## config.mk

```make
export PLATFORM = sky130hd
export DESIGN_NAME = timer_ctrl
export DESIGN_NICKNAME = d
export VERILOG_FILES = /design/src/rtl/timer_ctrl.sv
export SDC_FILE = /design/constraint.sdc
export NUM_CORES = 1
export LEC_CHECK = 0
export ABC_CLOCK_PERIOD_IN_PS = 4600
export CAP_MARGIN = 10
export CORE_ASPECT_RATIO = 0.7
export CORE_UTILIZATION = 26
export DETAILED_ROUTE_END_ITERATION = 16
export DONT_BUFFER_PORTS = 1
export PLACE_DENSITY = 0.5
export SYNTH_ARGS = -nofsm -noshare
export SYNTH_HDL_FRONTEND = slang
export SYNTH_SLANG_ARGS = --single-unit
```

## constraint.sdc

```tcl
create_clock -name clk_i -period 4.6 [get_ports clk_i]
set_clock_uncertainty 0.1 [all_clocks]
set_input_delay 0.23 -clock clk_i [delete_from_list [all_inputs] [get_ports clk_i]]
set_output_delay 0.23 -clock clk_i [all_outputs]
set_load 0.01 [all_outputs]
```

## src/rtl/timer_ctrl.sv

```systemverilog
// Timer control stage for the free-running count block: prescaled tick,
// compare match, counter clear and level interrupt behind a 4-register port.
module timer_ctrl #(
    parameter int unsigned WIDTH     = 12,
    parameter int unsigned PSC_WIDTH = 8
) (
    input  logic             clk_i,
    input  logic             rst_i,
    input  logic             we_i,
    input  logic [1:0]       addr_i,
    input  logic [WIDTH-1:0] wdata_i,
    output logic [WIDTH-1:0] rdata_o,
    input  logic [WIDTH-1:0] count_i,
    output logic             tick_o,
    output logic             clr_o,
    output logic             irq_o
);

    localparam logic [1:0] ADDR_CTRL   = 2'd0;
    localparam logic [1:0] ADDR_PSC    = 2'd1;
    localparam logic [1:0] ADDR_CMP    = 2'd2;
    localparam logic [1:0] ADDR_STATUS = 2'd3;

    logic                 ctrl_en;
    logic                 ctrl_per;
    logic                 ctrl_ie;
    logic [PSC_WIDTH-1:0] psc;
    logic [WIDTH-1:0]     cmp;
    logic                 pend;
    logic [PSC_WIDTH-1:0] psc_cnt;

    logic ctrl_wr;
    logic psc_wr;
    logic cmp_wr;
    logic status_wr;
    logic match;

    // Write decode, tick/match/clear generation and read mux
    always_comb begin
        ctrl_wr   = we_i && (addr_i == ADDR_CTRL);
        psc_wr    = we_i && (addr_i == ADDR_PSC);
        cmp_wr    = we_i && (addr_i == ADDR_CMP);
        status_wr = we_i && (addr_i == ADDR_STATUS);

        tick_o = ctrl_en && (psc_cnt == psc);
        match  = tick_o && (count_i == cmp);
        clr_o  = (match && ctrl_per) || (ctrl_wr && wdata_i[3]);
        irq_o  = pend && ctrl_ie;

        rdata_o = '0;
        case (addr_i)
            ADDR_CTRL:   rdata_o = WIDTH'({ctrl_ie, ctrl_per, ctrl_en});
            ADDR_PSC:    rdata_o = WIDTH'(psc);
            ADDR_CMP:    rdata_o = cmp;
            ADDR_STATUS: rdata_o = WIDTH'(pend);
            default:     rdata_o = '0;
        endcase
    end

    // Control register; a CTRL write overrides the one-shot auto-stop
    always_ff @(posedge clk_i or posedge rst_i) begin
        if (rst_i) begin
            ctrl_en  <= 1'b0;
            ctrl_per <= 1'b0;
            ctrl_ie  <= 1'b0;
        end else if (ctrl_wr) begin
            ctrl_en  <= wdata_i[0];
            ctrl_per <= wdata_i[1];
            ctrl_ie  <= wdata_i[2];
        end else if (match && !ctrl_per) begin
            ctrl_en  <= 1'b0;
        end
    end

    always_ff @(posedge clk_i or posedge rst_i) begin
        if (rst_i) begin
            psc <= '0;
            cmp <= '0;
        end else begin
            if (psc_wr) psc <= wdata_i[PSC_WIDTH-1:0];
            if (cmp_wr) cmp <= wdata_i;
        end
    end

    // Pending flag: a match in the same cycle beats the W1C
    always_ff @(posedge clk_i or posedge rst_i) begin
        if (rst_i) begin
            pend <= 1'b0;
        end else if (match) begin
            pend <= 1'b1;
        end else if (status_wr && wdata_i[0]) begin
            pend <= 1'b0;
        end
    end

    // Prescaler: restarts on a PSC write or an EN 0->1 write, holds while stopped
    always_ff @(posedge clk_i or posedge rst_i) begin
        if (rst_i) begin
            psc_cnt <= '0;
        end else if (psc_wr) begin
            psc_cnt <= '0;
        end else if (ctrl_wr && wdata_i[0] && !ctrl_en) begin
            psc_cnt <= '0;
        end else if (ctrl_en) begin
            psc_cnt <= tick_o ? '0 : psc_cnt + PSC_WIDTH'(1);
        end
    end

endmodule

```

==> summary.txt, run 1 <==
Synth
  • Syn avg cell area: 11.5 um^2
  • Mapped Nets: 183
  • Synth Register Bits: 32
  • Cell count after synthesis: 153
  • Mapped cell area: 1760 um^2
  • Register area share after synthesis: 0.456
  • Synth Warn #: 0
  • Post-synthesis cell type count: 32

Critical path
  • Critical path type: flip-flop to output port
  • Worst-path fanout max: 5
  • Type of origin of the critical path: flip-flop
  • Critical Path AT: roughly 2.1 ns
  • Setup crit end kind: output port
  • Critical path data required time: 4.27 ns

Drt
  • Iteration-0 DRC Markers: 55
  • Via-to-Cell Ratio: 4.77
  • Routed vias: 1250
  • Number of routed nets with antenna violations: 0
  • Drc violations: 0
  • WL final: around 4300 um
  • Pre-antenna DRT Iters: 4
  • Routed wire per std cell: 16.5 um

Global route
  • Vias in the first global route: 1331
  • Largest net degree at the start of global routing: 33
  • All-Layer GR Usage: 0.135
  • Total congestion overflow: 0
  • Antenna violations before repair: 0
  • First-pass GRT wire length: around 7000 um

Placement
  • PortBufs: 0
  • Dpl hpwl: 3240 um
  • Gpl congestion: 0.768

Clock network
  • Root Driver: clkbuf_8
  • CTS sink count: 32
  • Clock slew at reported path FFs: 0.07 ns
  • TritonCTS clock tree: built
  • Clk_lat worst skew: 0.29 ns
  • H-tree depth: 2
  • Max clock buf depth: 2
  • CTS buffer count: 5

Floorplan
  • Die X: 100 um
  • DIE AREA: between 7000 and 8000 um^2
  • Initial Utilization: 0.276
  • Core area: 6370 um^2
  • FP Rows: 24
  • Die Y: 70.8 um
  • Ports: 44

Run
  • Max_cap viols: 0

Status
  • Outcome: complete, no violations

Final layout
  • Commonest non-fill, non-tap cell in the layout: dfrtp_1
  • Multi-input gate area: 916 um^2
  • Commonest cells after routing, fill and taps aside: 32 x dfrtp_1, 22 x mux2_2, 13 x dlygate4sd3_1, 12 x xnor2_1
  • Filler Cell Count: 670
  • Sequential cell area: 801 um^2
  • Fraction of layout cells with a size suffix above 1: 0.246
  • Final core utilization: 0.330
  • Fin nets: 200
  • Synthesis-to-finish area growth: 19.6%
  • N_diodes: 0

Timing
  • RSZ-0062 raised after global routing: false
  • Max Fclk: around 420 MHz
  • Setup TNS: 0 ns
  • Tmin final: 2.38 ns
  • Actual slew at the worst max-slew pin: 0.870 ns
  • Worst slew margin: 0.419
  • Fin. max-slew vios: 0
  • Period utilization: 0.518
  • Hold Violations, Final: 0
  • Finish-stage setup viols: 0

Power and ir drop
  • Pleak: 0.864 nW
  • PwrDens: 397 nW/um^2
  • Peak VDD IR: 0.161 mV

Hold path
  • Worst hold-check path type: primary input to flip-flop
registers in the layout (all words and copies together), names as in the netlist:
name,count
ctrl_en,1
psc,8
psc_cnt,8
pend,1
cmp,12
ctrl_per,1
ctrl_ie,1
worst max-delay path: stages, from the launching register on:
cell	delay (ns)
dfrtp_1	0.44
xor2_1	0.17
nor4_2	0.37
nand3_1	0.18
nor4_2	0.35
a22o_1	0.25
power breakdown:
group          internal, mW  leakage (nW)  switching (mW)  total, mW
Combinational        0.0944         0.414          0.0851      0.179
Clock                 0.160        0.0541           0.115      0.275
Sequential            0.329         0.396          0.0518      0.381
cells in the mapped netlist, drive strengths merged:
library cell	instances	area (um^2)
dfrtp	32	801
and4	1	10.0
and2	5	31.3
nor2b	2	12.5
xnor2	12	105
o311ai	1	8.76
a22o	7	61.3
xor2	8	70.1
nor4	4	43.8
inv	6	22.5
mux2	22	248
nand4	5	31.3
a21o	4	32.5
o21bai	1	7.51
a21oi	6	30.0
buf	3	15.0
nand3b	1	11.3
nor3b	2	20.0
mux2i	2	20.0
nand2	8	30.0
nand3	4	20.0
nand2b	1	6.26
clkbuf	1	3.75
or3	4	25.0
mux4	1	22.5
or2	1	6.26
o21ai	7	35.0
a221oi	1	15.0
ha	1	12.5
cell type report:
| class | instances | area share |
|---|---|---|
| Clock buffer | 5 | 0.0327 |
| Tap cell | 91 | 0.0542 |
| Multi-Input combinational cell | 111 | 0.436 |
| Clock inverter | 3 | 0.0202 |
| Inverter | 6 | 0.0107 |
| Sequential cell | 32 | 0.381 |
| Timing Repair Buffer | 14 | 0.0655 |
through the flow:
step	instance area [um^2]	power (mW)	std cells	setup WS [ns]	hold slack (ns)
floorplan	1760	0.514	153	2.71	0.246
global placement	1860	0.549	241	2.42	0.137
detailed placement	1860	0.557	241	2.31	0.158
CTS	2100	0.848	262	2.20	0.0141
global route	2100	0.883	262	2.03	0.0363
finish	2100	0.835	262	2.22	0.0245
logic make-up (layout without fill, tap and decap cells):
logic type / Yosys count / in the layout / synth area share
and+or+nand+nor: 38 / 38 / 0.141
muxes: 25 / 25 / 0.165
adders and majority gates: 1 / 1 / 0.00712
AOI/OAI and AO/OA: 27 / 27 / 0.108
DFF: 32 / 32 / 0.456
xor gates and xnor gates: 20 / 20 / 0.0996
buffers and inverters: 10 / 28 / 0.0235
final timing paths:
path                            start          to  slack [ns]  cells past startpoint
setup / recovery           psc_cnt[1]       clr_o        2.22                      5
hold reg to reg               ctrl_ie     ctrl_ie        0.44                      1
setup reg to reg           psc_cnt[1]        pend        2.81                      5
max in group asynchronous       rst_i  psc_cnt[5]        3.73                      3
min in group asynchronous       rst_i      cmp[5]        0.36                      3
hold / removal             wdata_i[0]        pend        0.02                      2
per-layer routing:
| metal | global-route usage | vias up | share of wire |
|---|---|---|---|
| met5 | 0 | - | 0 |
| met4 | 0.0580 | 0 | 0.014 |
| met1 | 0.188 | 623 | 0.48 |
| li1 | - | 591 | - |
| met3 | 0.0455 | 5 | 0.059 |
| met2 | 0.189 | 31 | 0.44 |
timing repair:
item / CTS / global route
endpoints found under the hold margin: 55 / 0
buffers inserted: 0 / 0
hold buffers: 13 / 0
resized for setup: 0 / 0
No activity file was read; power rests on OpenSTA's default activity.
==> run 2: changes to the inputs <==
--- a/config.mk
+++ b/config.mk
@@ -5,7 +5,8 @@
 export SDC_FILE = /design/constraint.sdc
 export NUM_CORES = 1
 export LEC_CHECK = 0
-export ABC_CLOCK_PERIOD_IN_PS = 4600
+export ABC_AREA = 1
+export ABC_CLOCK_PERIOD_IN_PS = 2300
 export CAP_MARGIN = 10
 export CORE_ASPECT_RATIO = 0.7
 export CORE_UTILIZATION = 26
==> constraint.sdc (replaced) <==
create_clock -name clk_i -period 2.3 [get_ports clk_i]
set_clock_uncertainty 0.1 [all_clocks]
set_input_delay 0.115 -clock clk_i [delete_from_list [all_inputs] [get_ports clk_i]]
set_output_delay 0.115 -clock clk_i [all_outputs]
set_load 0.01 [all_outputs]
==> summary.txt, run 2 <==
Status
  • Outcome: complete, no violations

Critical path
  • Worst r2r path cells: 9 (+4)
  • Worst-path fanout max: 5 (unchanged)
  • CP Capture Point: clr_o
  • Critical path data required time: 2.09 ns (-2.18 ns)
  • Crit-path leading delay family: simple AND/OR/NAND/NOR gates
  • Critical path type: flip-flop to output port
  • Critical Path Stages: 8 (+3)
  • Type of origin of the critical path: flip-flop
  • Worst R2R Start: psc_cnt[3]
  • Crit path buffers/inverters: 1 (+1)
  • Critical Path AT: 1.75 ns (-0.30 ns)
  • CP peak stage delay: 0.43 ns (about the same)
  • Setup crit end kind: output port
  • Crit path max-delay cell type: dfrtp_1
  • Critical Path Source: psc_cnt[3]
  • Setup slack, reg-to-reg: 0.71 ns (-2.10 ns)
  • R2r endpoint: psc_cnt[4]
  • Worst path cell trace: inv_1 > nand2_1 > o21ai_0 > nor2_1 > nand3_1 > nor2_4 > nand2_2 > o21ai_2

Timing
  • RSZ-0062 raised after global routing: false
  • Fin. max-slew vios: 0 (unchanged)
  • Max Fclk: approximately 500 MHz
  • Final hold slack: 0.0606 ns (+0.0361 ns)
  • Tmin final: 1.97 ns
  • Finish-stage setup viols: 0 (unchanged)
  • Setup TNS: 0 ns (unchanged)
  • Actual slew at the worst max-slew pin: 0.743 ns (-0.127 ns)
  • Period utilization: 0.856
  • Worst slew margin: 0.503 (+0.0846)
  • Hold Violations, Final: 0 (unchanged)

Drt
  • Via-to-Cell Ratio: 4.29 (-10%)
  • Routed wire per std cell: 13.2 um (-20%)
  • Drc violations: 0 (unchanged)
  • WL final: 4890 um (+13%)
  • Number of routed nets with antenna violations: 0 (unchanged)
  • Pre-antenna DRT Iters: 4 (unchanged)
  • Iteration-0 DRC Markers: 79 (+44%)
  • Routed vias: 1591 (+27%)

Synth
  • Top post-synthesis cells by area: dfrtp_1 42%, nand2_1 17%, inv_1 7.0%, o21ai_0 5.3%, nor2_1 4.6%
  • Mapped cell area: 1890 um^2 (+7.4%)
  • Number of synthesized flops with an enable pin: 0 (unchanged)
  • Asr flop ratio synth: 1.00 (unchanged)
  • Synth Flop Type: dfrtp_1
  • Register area share after synthesis: 0.424 (-0.0314)
  • Synth top area share: 0.424 (-0.0314)
  • Most common library cells after synthesis: 85 x nand2_1, 35 x inv_1, 32 x dfrtp_1
  • Synth Register Bits: 32 (unchanged)
  • Cell count after synthesis: 254 (+66%)
  • Most common cell in the netlist: nand2_1
  • Mapped Nets: 284 (+55%)
  • Top cell type by total area after synthesis: dfrtp_1
  • Synth Warn #: 0 (unchanged)
  • Syn avg cell area: 7.43 um^2 (-35%)
  • Post-synthesis cell type count: 29 (-9.4%)

Placement
  • PortBufs: 0 (unchanged)
  • Dpl hpwl: 3710 um (+15%)
  • Gpl congestion: 0.793 (+3.3%)

Final layout
  • Top flop regs: cmp (12), psc (8), psc_cnt (8)
  • Commonest non-fill, non-tap cell in the layout: nand2_1
  • Synthesis-to-finish area growth: 19.5% (about the same)
  • N_diodes: 0 (unchanged)
  • Filler Cell Count: 774 (+16%)
  • Max FFs per register: 12 (unchanged)
  • Fin nets: 306 (+53%)
  • Biggest register: cmp
  • Commonest cells after routing, fill and taps aside: 85 x nand2_1, 35 x inv_1, 32 x dfrtp_1, 23 x nor2_1, 20 x o21ai_0
  • Fraction of layout cells with a size suffix above 1: 0.0903 (-0.155)

Clock network
  • Root Driver: clkbuf_8
  • TritonCTS clock tree: built
  • H-tree depth: 2 (unchanged)
  • Clk_lat worst skew: 0.28 ns (about the same)
  • CTS sink count: 32 (unchanged)
  • Max clock buf depth: 2 (unchanged)
  • Buffer count from post-CTS setup fixing: 0 (unchanged)
  • Clock slew at reported path FFs: 0.07 ns (about the same)
  • CTS buffer count: 5 (unchanged)

Hold path
  • Hold Path Depth: 4 (+2)
  • Worst hold-check path type: primary input to flip-flop

Power and ir drop
  • Peak VDD IR: 0.260 mV (+61%)
  • Pleak: 1.11 nW (+29%)
  • PwrDens: 703 nW/um^2 (+77%)
  • Total Power: 1.59 mW (+90%)

Floorplan
  • Core area: 6880 um^2 (+8.1%)
  • Die Y: 73.3 um (+3.5%)
  • Die X: 104 um (+3.6%)
  • Ports: 44 (unchanged)
  • Initial Utilization: 0.274 (-0.00178)
  • DIE AREA: 7610 um^2 (+7.2%)
  • FP Rows: 25 (+4.2%)

Global route
  • Largest net degree at the start of global routing: 33 (unchanged)
  • Antenna violations before repair: 0 (unchanged)
  • Total congestion overflow: 0 (unchanged)
  • Met2 Track Usage GR: 0.159 (-0.0302)
  • Vias in the first global route: 1428 (+7.3%)
  • First-pass GRT wire length: 7780 um (+11%)
  • GR Util met1: 0.221 (+0.0335)
  • GR peak layer: met1
  • Met3 Use GR: 0.0506 (+0.00512)
  • All-Layer GR Usage: 0.136 (+0.000949)

Run
  • Max_cap viols: 0 (unchanged)
run 2: cell count changes in the layout (fill, tap and decap cells not counted), sizes merged, moves of 4 or more:
cell	delta
nand3	+4
nor4	-4
a22o	-6
or3	-4
xor2	-4
inv	+34
nor2	+29
mux2	-22
and2	-5
a21o	-4
o21ai	+14
nand2	+81
run 2: logic make-up after synthesis:
kind of cell | after synthesis | synth area share
AND/OR/NAND/NOR | 130 | 0.313
AO/OA/AOI/OAI | 35 | 0.105
buffers and inverters | 43 | 0.0915
XOR/XNOR | 13 | 0.0603
adder cells (fa/ha/maj) | 1 | 0.00663
flip-flops | 32 | 0.424
run 2: report_power, final:
group / internal (mW) / switching (mW) / leakage (nW)
Sequential: 0.653 / 0.0926 / 0.398
Clock: 0.244 / 0.212 / 0.0455
Combinational: 0.153 / 0.230 / 0.670
run 2: tightest hold or removal path, cell delays in order:
cell	delay (ns)
nor2_4	0.02
buf_4	0.15
nand3_1	0.07
nand2_1	0.05
run 2: how the worst min path moves through the flow:
| stage | startpoint | to |
|---|---|---|
| 2_1_floorplan | rst_i | cmp[0] |
| 3_3_place_gp | rst_i | psc_cnt[5] |
| 3_5_place_dp | rst_i | psc_cnt[5] |
| 4_1_cts | addr_i[0] | cmp[3] |
| 5_1_grt | addr_i[0] | cmp[3] |
| 6_report | addr_i[0] | cmp[3] |
run 2: stage by stage:
stage	worst slack, ns	util	instances	area (um^2)
after floorplan	0.890	-	254	1890
after global placement	0.617	0.291	347	2010
after detailed placement	0.632	0.291	347	2010
after CTS	0.317	0.328	371	2260
after global routing	0.180	0.328	371	2260
final	0.332	0.328	371	2260
run 2: area by class of cell:
cell class              instances  area (um^2)  share of cell area
clock buffers                   8         90.1              0.0399
inverters                      40          158              0.0699
multi-input cells             179          915               0.405
flip-flops and latches         32          801               0.355
well taps                      94          118              0.0521
repair buffers                 18          175              0.0776
run 2: metal layers:
| metal | part of all wire | up-vias |
|---|---|---|
| li1 | - | 830 |
| met4 | 0.0033 | 0 |
| met1 | 0.55 | 709 |
| met2 | 0.34 | 49 |
| met3 | 0.10 | 3 |
| met5 | 0 | - |
run 2: repair_timing:
action	CTS	global route
hold buffers	16	0
gates resized for setup	0	0
endpoints found under the setup margin	0	0
endpoints found under the hold margin	56	0
==> run 3: changes to the inputs <==
--- a/config.mk
+++ b/config.mk
@@ -12,7 +12,6 @@
 export CORE_UTILIZATION = 26
 export DETAILED_ROUTE_END_ITERATION = 16
 export DONT_BUFFER_PORTS = 1
-export PLACE_DENSITY = 0.5
 export SYNTH_ARGS = -nofsm -noshare
 export SYNTH_HDL_FRONTEND = slang
 export SYNTH_SLANG_ARGS = --single-unit
==> summary.txt, run 3 (synthesis results as in run 2) <==
Floorplan
  • Die Y: 73.3 um (unchanged)
  • FP Rows: 25 (unchanged)
  • DIE AREA: 7610 um^2 (unchanged)
  • Die X: 104 um (unchanged)
  • Ports: 44 (unchanged)
  • Core area: 6880 um^2 (unchanged)
  • Initial Utilization: 0.274 (unchanged)

Final layout
  • Synthesis-to-finish area growth: 19.6%
  • Final core utilization: 0.328 (+0.000364)
  • Commonest non-fill, non-tap cell in the layout: nand2_1
  • Max FFs per register: 12 (unchanged)
  • Biggest register: cmp
  • Non-filler cells, final: 371 (unchanged)
  • N_diodes: 0 (unchanged)
  • Fin nets: 306 (unchanged)
  • Top flop regs: cmp (12), psc (8), psc_cnt (8)
  • Fraction of layout cells with a size suffix above 1: 0.0866 (-0.00361)
  • Commonest cells after routing, fill and taps aside: 85 x nand2_1, 35 x inv_1, 32 x dfrtp_1, 23 x nor2_1, 20 x o21ai_0

Power and ir drop
  • Power Internal: 1.05 mW (about the same)
  • Pleak: 1.11 nW (-0.31%)
  • Switch share: 0.335 (-0.00270)
  • Peak VDD IR: 0.282 mV (+8.7%)
  • Clock power share: 0.284 (-0.004)
  • Total Power: 1.58 mW (-0.38%)
  • Flop pwr share: 0.473 (+0.003)
  • Switching pwr: 0.528 mW (-1.2%)
  • Combinational share of power: 0.243 (about the same)
  • PwrDens: 699 nW/um^2 (-0.49%)

Drt
  • Via-to-Cell Ratio: 4.42 (+3.1%)
  • Drc violations: 0 (unchanged)
  • Number of routed nets with antenna violations: 0 (unchanged)
  • Routed wire per std cell: 12.9 um (-2.3%)
  • WL final: 4770 um (-2.3%)
  • Iteration-0 DRC Markers: 101 (+28%)
  • Routed vias: 1640 (+3.1%)
  • Pre-antenna DRT Iters: 4 (unchanged)

Critical path
  • CP peak stage delay: 0.41 ns (-0.02 ns)
  • Setup slack, reg-to-reg: 0.78 ns (+0.07 ns)
  • Crit path buffers/inverters: 1 (unchanged)
  • Crit path max-delay cell type: dfrtp_1
  • Critical path data required time: 2.09 ns (about the same)
  • R2r endpoint: psc_cnt[0]
  • Worst r2r path cells: 9 (unchanged)
  • Worst R2R Start: psc_cnt[3]
  • Setup crit end kind: output port
  • Worst-path fanout max: 5 (unchanged)
  • Worst path cell trace: inv_1 > nand2_1 > o21ai_0 > nor2_1 > nand3_1 > nor2_4 > nand2_2 > o21ai_2
  • Critical Path AT: 1.67 ns (-0.08 ns)
  • Crit-path leading delay family: simple AND/OR/NAND/NOR gates
  • Type of origin of the critical path: flip-flop
  • Critical path type: flip-flop to output port

Hold path
  • Hold Path Sink: pend
  • Worst hold start: count_i[10]
  • Worst hold-check path type: primary input to flip-flop
  • Hold Path Depth: 5 (+1)

Timing
  • Fin. max-slew vios: 0 (unchanged)
  • Worst slew margin: 0.521 (+0.0180)
  • Period utilization: 0.819 (-0.0367)
  • Finish-stage setup viols: 0 (unchanged)
  • RSZ-0062 raised after global routing: false
  • Setup TNS: 0 ns (unchanged)
  • Tmin final: 1.88 ns (-0.0845 ns)
  • Actual slew at the worst max-slew pin: 0.716 ns (-0.0270 ns)
  • Hold Violations, Final: 0 (unchanged)
  • Max Fclk: 531 MHz (+4.5%)

Clock network
  • Max clock buf depth: 2 (unchanged)
  • CTS buffer count: 5 (unchanged)
  • Root Driver: clkbuf_8
  • CTS sink count: 32 (unchanged)
  • Clk_lat worst skew: 0.28 ns (about the same)
  • TritonCTS clock tree: built
  • Clock slew at reported path FFs: 0.06 ns (about the same)
  • H-tree depth: 2 (unchanged)

Status
  • Outcome: complete, no violations

Global route
  • Vias in the first global route: 1528 (+7.0%)
  • Total congestion overflow: 0 (unchanged)
  • Largest net degree at the start of global routing: 33 (unchanged)
  • Antenna violations before repair: 0 (unchanged)
  • All-Layer GR Usage: 0.136 (+0.000681)
  • First-pass GRT wire length: 7950 um (+2.1%)

Placement
  • Placed cell count: 346 (-0.29%)
  • Gpl congestion: 0.814 (+2.6%)
  • PortBufs: 0 (unchanged)
  • Dpl hpwl: 3530 um (-4.9%)

Run
  • Max_cap viols: 0 (unchanged)
-- run 3: stage by stage --
stage	area [um^2]	worst slack, ns	hold WS [ns]
2_1_floorplan	1890	0.890	0.131
3_3_place_gp	2000	0.766	0.0357
3_5_place_dp	2000	0.726	0.0351
4_1_cts	2260	0.400	0.0842
5_1_grt	2260	0.193	0.113
6_report	2260	0.416	0.0839
-- run 3: worst max path at each step --
stage | startpoint | endpoint | slack, ns | depth (start not counted)
after floorplan | psc_cnt[2] | clr_o | 0.89 | 8
after global routing | psc_cnt[3] | clr_o | 0.19 | 8
after global placement | psc_cnt[4] | clr_o | 0.77 | 5
after CTS | psc_cnt[3] | clr_o | 0.40 | 8
after detailed placement | ctrl_en | clr_o | 0.73 | 6
final | psc_cnt[3] | clr_o | 0.42 | 8
-- run 3: cell type report --
cell class,count,area [um^2]
flip-flops and latches,32,801
inverters,40,158
clock buffers,8,90.1
fillers,738,4620
well taps,94,118
repair buffers,18,178
multi-input cells,179,915
-- run 3: per-layer routing --
layer | GRT usage | part of all wire | vias up
li1 | - | - | 829
met1 | 0.213 | 0.52 | 748
met2 | 0.178 | 0.39 | 61
met3 | 0.0453 | 0.083 | 2
met4 | 0.0238 | 0.0038 | 0
met5 | 0 | 0 | -
-- run 3: timing repair --
action / in CTS / in global routing
hold buffers: 17 / 0
hold endpoints to repair: 56 / 0
resized for setup: 0 / 0
setup buffers: 0 / 0
-- run 3: worst reg2reg max path, cell delays in order, from the launching register on --
cell     delay (ns)
dfrtp_1        0.41
inv_1          0.09
nand2_1        0.07
o21ai_0        0.07
nor2_1         0.10
nand3_1        0.12
nor2_4         0.22
nor2_4         0.10
nand2_1        0.07
nand2_1        0.05
-- run 3: power groups by stage --
stage	registers [mW]	logic, mW	clock network [mW]
after floorplan	0.724	0.305	0
after global placement	0.753	0.357	0
after detailed placement	0.754	0.361	0
after CTS	0.745	0.388	0.466
after global routing	0.761	0.449	0.490
final	0.747	0.383	0.449
